==> src/rtl/block_mem_ctrl.sv <==
`default_nettype none
// ============================================================================
// block_mem_ctrl : serialises 256-bit cache fills / write-backs into word beats
// on a req/ack memory bus. Define BMC_WRITE_BUFFER_EN for the victim buffer.
// Revision 1.0
// ============================================================================
module block_mem_ctrl #(
  parameter int DATA = 32,
  parameter int ADDR = 32,
  parameter int OFST = 5,
  parameter int BLCK = 8 << OFST
) (
  input  logic            CLK,
  input  logic            RESET,
  input  logic            bread,
  input  logic            bwrite,
  input  logic [ADDR-1:0] rd_address,
  input  logic [ADDR-1:0] wr_address,
  input  logic [BLCK-1:0] block_wr,
  output logic [BLCK-1:0] block_rd,
  output logic            fill_valid,
  output logic            busy,
  output logic            overrun,
  output logic            mem_req,
  output logic            mem_we,
  output logic [ADDR-1:0] mem_addr,
  output logic [DATA-1:0] mem_wdata,
  input  logic [DATA-1:0] mem_rdata,
  input  logic            mem_ack
);

  localparam int NB  = BLCK / DATA;
  localparam int BW  = $clog2(NB);
  localparam int TAG = ADDR - OFST;
  localparam int PAD = OFST - BW;
  localparam logic [BW-1:0] LAST = BW'(NB - 1);

  typedef enum logic [1:0] {
    IDLE  = 2'd0,
    WRITE = 2'd1,
    READ  = 2'd2,
    FWD   = 2'd3
  } state_t;

  state_t          state;
  logic [BW-1:0]   beat;
  logic [BW-1:0]   beat_inc;
  logic            wb_valid;
  logic [TAG-1:0]  wb_tag;
  logic [BLCK-1:0] wb_block;
  logic [TAG-1:0]  rd_tag;
  logic            rd_pend;
  logic [BLCK-1:0] asm_blk;
  logic [BLCK-1:0] fill_blk;
  logic [TAG-1:0]  rd_tag_in;
  logic [TAG-1:0]  wr_tag_in;
  logic            unused_bits;

  assign rd_tag_in   = rd_address[ADDR-1:OFST];
  assign wr_tag_in   = wr_address[ADDR-1:OFST];
  assign unused_bits = ^{rd_address[OFST-1:0], wr_address[OFST-1:0]};
  assign beat_inc    = beat + 1'b1;
  assign busy        = (state != IDLE) | wb_valid;

`ifdef BMC_WRITE_BUFFER_EN
  logic hit_buf;
  logic hit_new;
  // A fill of the block sitting in (or just entering) the buffer must see the victim data
  assign hit_buf = wb_valid && (rd_tag_in == wb_tag);
  assign hit_new = bwrite && !wb_valid && (rd_tag_in == wr_tag_in);
`endif

  function automatic logic [ADDR-1:0] beat_addr(input logic [TAG-1:0] tag, input logic [BW-1:0] k);
    return {tag, k, {PAD{1'b0}}};
  endfunction

  function automatic logic [DATA-1:0] word_of(input logic [BLCK-1:0] b, input int k);
    return b[k*DATA +: DATA];
  endfunction

  // Final word is taken straight from the bus so block_rd is ready the cycle after the last ack
  always_comb begin
    fill_blk = asm_blk;
    fill_blk[BLCK-1 -: DATA] = mem_rdata;
  end

  always_ff @(posedge CLK) begin
    if (RESET) begin
      state      <= IDLE;
      beat       <= '0;
      block_rd   <= '0;
      fill_valid <= 1'b0;
      overrun    <= 1'b0;
      mem_req    <= 1'b0;
      mem_we     <= 1'b0;
      mem_addr   <= '0;
      mem_wdata  <= '0;
      wb_valid   <= 1'b0;
      wb_tag     <= '0;
      wb_block   <= '0;
      rd_tag     <= '0;
      rd_pend    <= 1'b0;
      asm_blk    <= '0;
    end else begin
      fill_valid <= 1'b0;

      if (state != IDLE) begin
        if (bread) overrun <= 1'b1;
`ifdef BMC_WRITE_BUFFER_EN
        if (bwrite) begin
          if (state == READ && !wb_valid) begin
            wb_valid <= 1'b1;
            wb_tag   <= wr_tag_in;
            wb_block <= block_wr;
          end else begin
            overrun <= 1'b1;
          end
        end
`else
        if (bwrite) overrun <= 1'b1;
`endif
      end

      case (state)
        IDLE: begin
`ifdef BMC_WRITE_BUFFER_EN
          if (bwrite) begin
            if (wb_valid) begin
              overrun <= 1'b1;
            end else begin
              wb_valid <= 1'b1;
              wb_tag   <= wr_tag_in;
              wb_block <= block_wr;
            end
          end
          if (bread) begin
            if (hit_buf || hit_new) begin
              state <= FWD;
            end else begin
              state     <= READ;
              rd_tag    <= rd_tag_in;
              beat      <= '0;
              mem_req   <= 1'b1;
              mem_we    <= 1'b0;
              mem_addr  <= beat_addr(rd_tag_in, '0);
              mem_wdata <= '0;
            end
          end else if (wb_valid) begin
            state     <= WRITE;
            beat      <= '0;
            mem_req   <= 1'b1;
            mem_we    <= 1'b1;
            mem_addr  <= beat_addr(wb_tag, '0);
            mem_wdata <= wb_block[DATA-1:0];
          end
`else
          if (bwrite) begin
            wb_valid  <= 1'b1;
            wb_tag    <= wr_tag_in;
            wb_block  <= block_wr;
            rd_pend   <= bread;
            rd_tag    <= rd_tag_in;
            state     <= WRITE;
            beat      <= '0;
            mem_req   <= 1'b1;
            mem_we    <= 1'b1;
            mem_addr  <= beat_addr(wr_tag_in, '0);
            mem_wdata <= block_wr[DATA-1:0];
          end else if (bread) begin
            rd_tag    <= rd_tag_in;
            state     <= READ;
            beat      <= '0;
            mem_req   <= 1'b1;
            mem_we    <= 1'b0;
            mem_addr  <= beat_addr(rd_tag_in, '0);
            mem_wdata <= '0;
          end
`endif
        end

        WRITE: begin
          if (mem_ack) begin
            if (beat == LAST) begin
              beat     <= '0;
              wb_valid <= 1'b0;
              if (rd_pend) begin
                rd_pend   <= 1'b0;
                state     <= READ;
                mem_we    <= 1'b0;
                mem_addr  <= beat_addr(rd_tag, '0);
                mem_wdata <= '0;
              end else begin
                state   <= IDLE;
                mem_req <= 1'b0;
                mem_we  <= 1'b0;
              end
            end else begin
              beat      <= beat_inc;
              mem_addr  <= beat_addr(wb_tag, beat_inc);
              mem_wdata <= word_of(wb_block, int'(beat_inc));
            end
          end
        end

        READ: begin
          if (mem_ack) begin
            asm_blk[int'(beat)*DATA +: DATA] <= mem_rdata;
            if (beat == LAST) begin
              beat       <= '0;
              block_rd   <= fill_blk;
              fill_valid <= 1'b1;
              if (wb_valid) begin
                state     <= WRITE;
                mem_we    <= 1'b1;
                mem_addr  <= beat_addr(wb_tag, '0);
                mem_wdata <= wb_block[DATA-1:0];
              end else begin
                state   <= IDLE;
                mem_req <= 1'b0;
              end
            end else begin
              beat     <= beat_inc;
              mem_addr <= beat_addr(rd_tag, beat_inc);
            end
          end
        end

        FWD: begin
          block_rd   <= wb_block;
          fill_valid <= 1'b1;
          state      <= WRITE;
          beat       <= '0;
          mem_req    <= 1'b1;
          mem_we     <= 1'b1;
          mem_addr   <= beat_addr(wb_tag, '0);
          mem_wdata  <= wb_block[DATA-1:0];
        end

        default: state <= IDLE;
      endcase
    end
  end

endmodule
`default_nettype wire

==> config.mk <==
export PLATFORM = sky130hd
export DESIGN_NAME = block_mem_ctrl
export DESIGN_NICKNAME = d
export VERILOG_FILES = /design/src/rtl/block_mem_ctrl.sv
export SDC_FILE = /design/constraint.sdc
export NUM_CORES = 2
export LEC_CHECK = 0
export CAP_MARGIN = 20
export CORE_AREA = 2 2 266 268
export DETAILED_ROUTE_END_ITERATION = 10
export DIE_AREA = 0 0 268 270
export PLACE_DENSITY = 0.84
export SETUP_SLACK_MARGIN = 0.15
export SLEW_MARGIN = 20
export SYNTH_ARGS = -nofsm -noshare
export SYNTH_HDL_FRONTEND = slang
export SYNTH_SLANG_ARGS = --single-unit
==> constraint.sdc <==
create_clock -name CLK -period 6.3 [get_ports CLK]
set_input_delay 0.945 -clock CLK [delete_from_list [all_inputs] [get_ports CLK]]
set_output_delay 0.945 -clock CLK [all_outputs]
set_load 0.005 [all_outputs]
; ---- Yosys cells after proc, flatten, opt, wreduce, memory -nomap -nowiden
; Cells that the tools add are included.
[word_totals]
ff_bits = 897
word_cells = 117
output_inout_bits = 325
inputBits = 357
[op_classes]
n_eq_ne = 16
mux = 62
bitwise_logic = 1
n_addsub = 2
reduce_logical = 18
shifts = 3
[op_table]
columns = operator, n
row1 = 256-bit two-way mux, 2
row2 = 32-bit two-way mux, 16
row3 = 256-bit one-hot mux with 2 select lines, 1
row4 = 256-bit bitwise mux, 1
row5 = 32-bit one-hot mux with 4 select lines, 2
row6 = 32-bit by 33-bit variable shift with 256-bit output (first input constant), 1
row7 = 256-bit by 9-bit indexed part select with 32-bit output, 1
row8 = 32-bit by 33-bit indexed part select with 256-bit output, 1
row9 = 27-bit two-way mux, 2
row10 = 8-bit negator with 33-bit output, 1
row11 = 1-bit two-way mux, 20
row12 = 2-bit != test (second input constant), 8
row13 = 2-bit two-way mux, 7
row14 = 3-bit two-way mux, 4
row15 = 6-bit AND reduction, 2
row16 = 2-bit AND reduction, 5
row17 = 5-bit AND reduction, 2
row18 = 3-bit != test (second input constant), 3
row19 = 3-bit one-hot mux with 3 select lines, 1
row20 = 1-bit one-hot mux with 4 select lines, 2
row21 = 2-bit one-hot mux with 4 select lines, 1
row22 = 2-bit nonzero test, 4
row23 = 7-bit AND reduction, 1
row24 = 1-bit one-hot mux with 2 select lines, 3
row25 = other kinds (10), 11

; ---- Depth between registers and ports, before layout
[depth]
word_depth = 5
depth_mapped = 13
ltp_nobuf = 7

; ---- Worst setup path after synthesis
; OpenSTA, ideal clock, no wires.
[synth_timing]
path_type = reg-to-reg
start = register beat[0]
end = register mem_wdata[10]
arrival_ns = 2.476
path_stages_with_launch = 11
setup_ns = 0.136
path_slack_ns = 3.687
period_less_slack_ns = 2.613
required_ns = 6.164
path_buffers = 5
path_cell_list = dfxtp_1 buf_2 buf_2 buf_2 inv_1 ha_1 buf_2 buf_4 mux4_2 a222oi_1 a311oi_1
[synth_between]
elab_chain_cells = 5
word_cells_on_any_way = 9
classes_between = add/sub: 1 / eq/ne: 3 / shift: 1 / mux: 3 / reduce/logical: 1
[synth_rtl]
columns = element, line
row1 = "start, declared", 46  ; logic [BW-1:0] beat;
row2 = "start signal, assigned", 198  ; beat <= beat_inc;
row3 = "start signal, assigned", 222  ; beat <= beat_inc;
row4 = 3-bit by 1-bit adder with 3-bit output, 62  ; assign beat_inc = beat + 1'b1;
row5 = 256-bit by 9-bit indexed part select with 32-bit output, 78  ; return b[k*DATA +: DATA];
row6 = 32-bit two-way mux, 183  ; if (beat == LAST) begin
row7 = 32-bit two-way mux, 182  ; if (mem_ack) begin
row8 = 32-bit one-hot mux with 4 select lines, 124  ; case (state)
row9 = "end signal, assigned", 168  ; mem_wdata <= block_wr[DATA-1:0];
row10 = "end signal, assigned", 200  ; mem_wdata <= word_of(wb_block, int'(beat_inc));
row11 = "end signal, assigned", 216  ; mem_wdata <= wb_block[DATA-1:0];
row12 = "end, declared", 27  ; output logic [DATA-1:0] mem_wdata,
; Several ways; a longest one is shown, not always the timed one. The select of a mux whose other input is x is not followed.
; A chain may end at the register's enable or synchronous reset.

; ---- Worst setup path in the final report
[layout_timing]
start = register beat[0]
end = register asm_blk[217]
[layout_between]
elab_chain_cells = 3
word_cells_on_any_way = 4
classes_between = add/sub: 1 / shift: 2 / mux: 1
[layout_rtl]
columns = element, line
row1 = 8-bit negator with 33-bit output *, 207  ; asm_blk[int'(beat)*DATA +: DATA] <= mem_rdata;
row2 = 32-bit by 33-bit indexed part select with 256-bit output or 32-bit by 33-bit variable shift with 256-bit output (tied branches), 207
row3 = 256-bit bitwise mux *, 207
row4 = "end signal, assigned by index", 207
row5 = "end, declared", 53  ; logic [BLCK-1:0] asm_blk;
; Every way passes the cells marked *; elsewhere a longest branch is shown, timed or not.

==> impl_metrics.csv <==
group,metric,value,unit
status,status,"finished, final reports clean",
cells_and_area,final_util,65.2,%
hold_path,hold_path.class,"reg -> reg",
sta,slew_viol_final,0,
global_routing,grt_max_degree,224,
drt,vias,33300,
power_and_ir_drop,p_leak,15.0,nW
sta,fin_crit,4.23,ns
place,gp_congestion,0.925,
yosys,synthArstFlopShare,0,%
die,core,69500,um2
drt,wl_per_cell,24.2,um
drt,drc,0,
cts,postCtsHoldBufs,0,
yosys,synth.avg_cell_area,8.90,um2
global_routing,grtUsageTotal,35.1,%
global_routing,overflow,0,
yosys,synth_top_area_share,48.4,%
cts,cts_max_level,3,
cells_and_area,final_nets,4770,
cts,cts_buffer_depth,3,
drt,drtAntennaViolNets,0,
flow_run,maxCapViolations,0,
yosys,synthTopCellsByArea,"dfxtp_1 48%, mux2i_1 8.9%, nand2_1 8.9%",
drt,wl,131000,um
die,rows,97,
cells_and_area,drive_above_1_share,6.36,%
cts,cts_resized,0,
die,die-width,268,um
place,port_buffers,669,
drt,drt-met1-wl,50700,um
sta,finalCritPeriodShare,67.1,%
yosys,ys_types,57,
cts,insertion_delay,0.65,ns
power_and_ir_drop,ir_drop,0.260,mV
yosys,syn-instance-count,4012,
cells_and_area,design_area,45300,um2
sta,finalSetupTns,0,ns
yosys,synth_warnings,0,
cts,clk_pin_slew,0.06,ns
cells_and_area,nFillCells,5491,
cts,cts_root_buffer,"clkbuf_16",
sta,relSlewSlack,18.4,%
sta,skew,0.0352,ns
drt,met2WireLength,57000,um
critical_path,end_kind,"flip-flop",
global_routing,grt_pass1_vias,31300,
cts,numCtsBuffers,88,
drt,dr_wl_met3,16500,um
cts,cts_setup_buffers,0,
place,placed_cell_area,42200,um2
critical_path,crit_path_max_fanout,64,
global_routing,grt_pass1_wl,193000,um
cts,cts.sinks,863,
critical_path,crit_type,"reg -> reg",
yosys,synth_seq_cells,863,
sta,max_slew.worst_pin.slew,1.22,ns
yosys,synth_top_area_cell,"dfxtp_1",
sta,hold_viol_final,0,
yosys,synth-edff-count,0,
cts,cts_tree,"built",
yosys,synth_seq_area_share,48.4,%
critical_path,required,6.84,ns
die,die_h,270,um
sta,setup_ws,2.07,ns
die,start_util,51.3,%
drt,dr.max_layer_used,"met5",
drt,dr.pass1.iters,8,
drt,drt-initial-drc-count,4441,
sta,timing.fmax,236,MHz
power_and_ir_drop,power.density,386,nW/um2
global_routing,antenna_found_initial,21,
yosys,synthFlopType,"dfxtp_1",
drt,via_per_inst,6.14,
sta,setup_viol_count_final,0,
cells_and_area,area_growth,27.0,%
die,pin_count,682,
place,place_hpwl,85800,um
critical_path,cp_data_arrival_time,4.77,ns
sta,rsz0062_at_grt,"no",
place,dp_slack,2.11,ns
die,die-area,72400,um2
yosys,syn-cell-area,35700,um2
critical_path,startpoint_type,"flip-flop",
## where the power goes
part	switching (mW)	leakage, nW	total [mW]	internal [mW]
Clock	2.26	1.49	5.47	3.21
Sequential	0.591	7.02	6.82	6.23
Combinational	3.04	6.48	5.19	2.15
Total	5.89	15.0	17.5	11.6
## per-stage QoR
step	instances	power [mW]	hold slack, ns
after detailed placement	5250	12.0	0.443
after CTS	5407	17.4	0.451
after floorplan	4013	9.74	0.431
after global routing	5417	18.1	0.462
after global placement	5250	11.9	0.436
final	5421	17.5	0.450
## worst paths after layout
kind | cells after the start | from | to | slack, ns
max | 6 | beat[0] | asm_blk[217] | 2.07
min | 2 | asm_blk[135] | asm_blk[135] | 0.45
max reg2reg | 6 | beat[0] | asm_blk[217] | 2.07
min reg2reg | 2 | asm_blk[135] | asm_blk[135] | 0.45
## state kept, by name (all words and copies together) (netlist names)
signal,count
wb_tag,27
wb_block,256
wb_valid,1
mem_req,1
block_rd,256
mem_addr,30
asm_blk,224
fill_valid,1
mem_we,1
mem_wdata,32
overrun,1
state,2
beat,3
rd_tag,27
rd_pend,1
## routing by layer
layer	global-route usage (%)	vias up
met4	17.2	18
li1	-	14900
met5	0	-
met1	46.1	15900
met3	10.5	397
met2	52.4	2069
## cells in the final DEF (no fill, tap or decap), drive strengths merged, types with 34 or more instances in the layout
master,count
nand2,842
mux2i,316
a21oi,480
nor2,342
clkbuf,126
buf,37
nand3,161
a22oi,34
mux4,64
a211oi,258
a31oi,34
dfxtp,863
clkdlybuf4s50,667
## worst max-delay path: stages (launching register included)
cell     delay [ns]
dfxtp_4        0.96
inv_1          0.26
ha_4           0.92
buf_4          0.47
and2_4         0.92
nand3_1        0.26
a21oi_1        0.22
## cell type report
class	count	area, um2	area share, %
Antenna cell	14	35.0	0.0773
Multi-Input combinational cell	2732	16700	36.8
Clock buffer	126	2640	5.82
Clock inverter	31	403	0.889
Inverter	11	41.3	0.0911
Sequential cell	863	17300	38.1
Timing Repair Buffer	704	7080	15.6
Tap cell	940	1180	2.60
## Yosys cell counts, types with 2 or more instances
master	number
ha_1	13
nor4b_1	2
and3_1	8
o21ai_2	2
o31ai_1	3
buf_4	31
and2_1	5
nand4_1	9
a31oi_1	33
mux2i_1	316
a21oi_1	480
a222oi_1	31
inv_1	10
nor4_1	2
a32o_1	27
o21ai_1	4
o22ai_1	2
a21o_1	2
a221o_1	27
a311oi_1	33
nor4b_2	2
nor2_1	342
buf_2	157
buf_6	3
dfxtp_1	863
a22oi_1	34
clkbuf_1	208
mux4_2	64
nand3_1	161
nor2b_1	4
o21a_1	2
buf_1	8
o21ai_0	2
nand2_1	842
a211oi_1	258
## kinds of logic after synthesis
group,count (synthesis),share of synthesized area (%)
flops,863,48.4
fa+ha+maj,13,0.456
simple gates,1391,15.8
compound gates,946,17.1
mux,380,12.9
buf+inv,418,5.33
other cells,1,0.0105
Power figures use the tool's default switching activity.
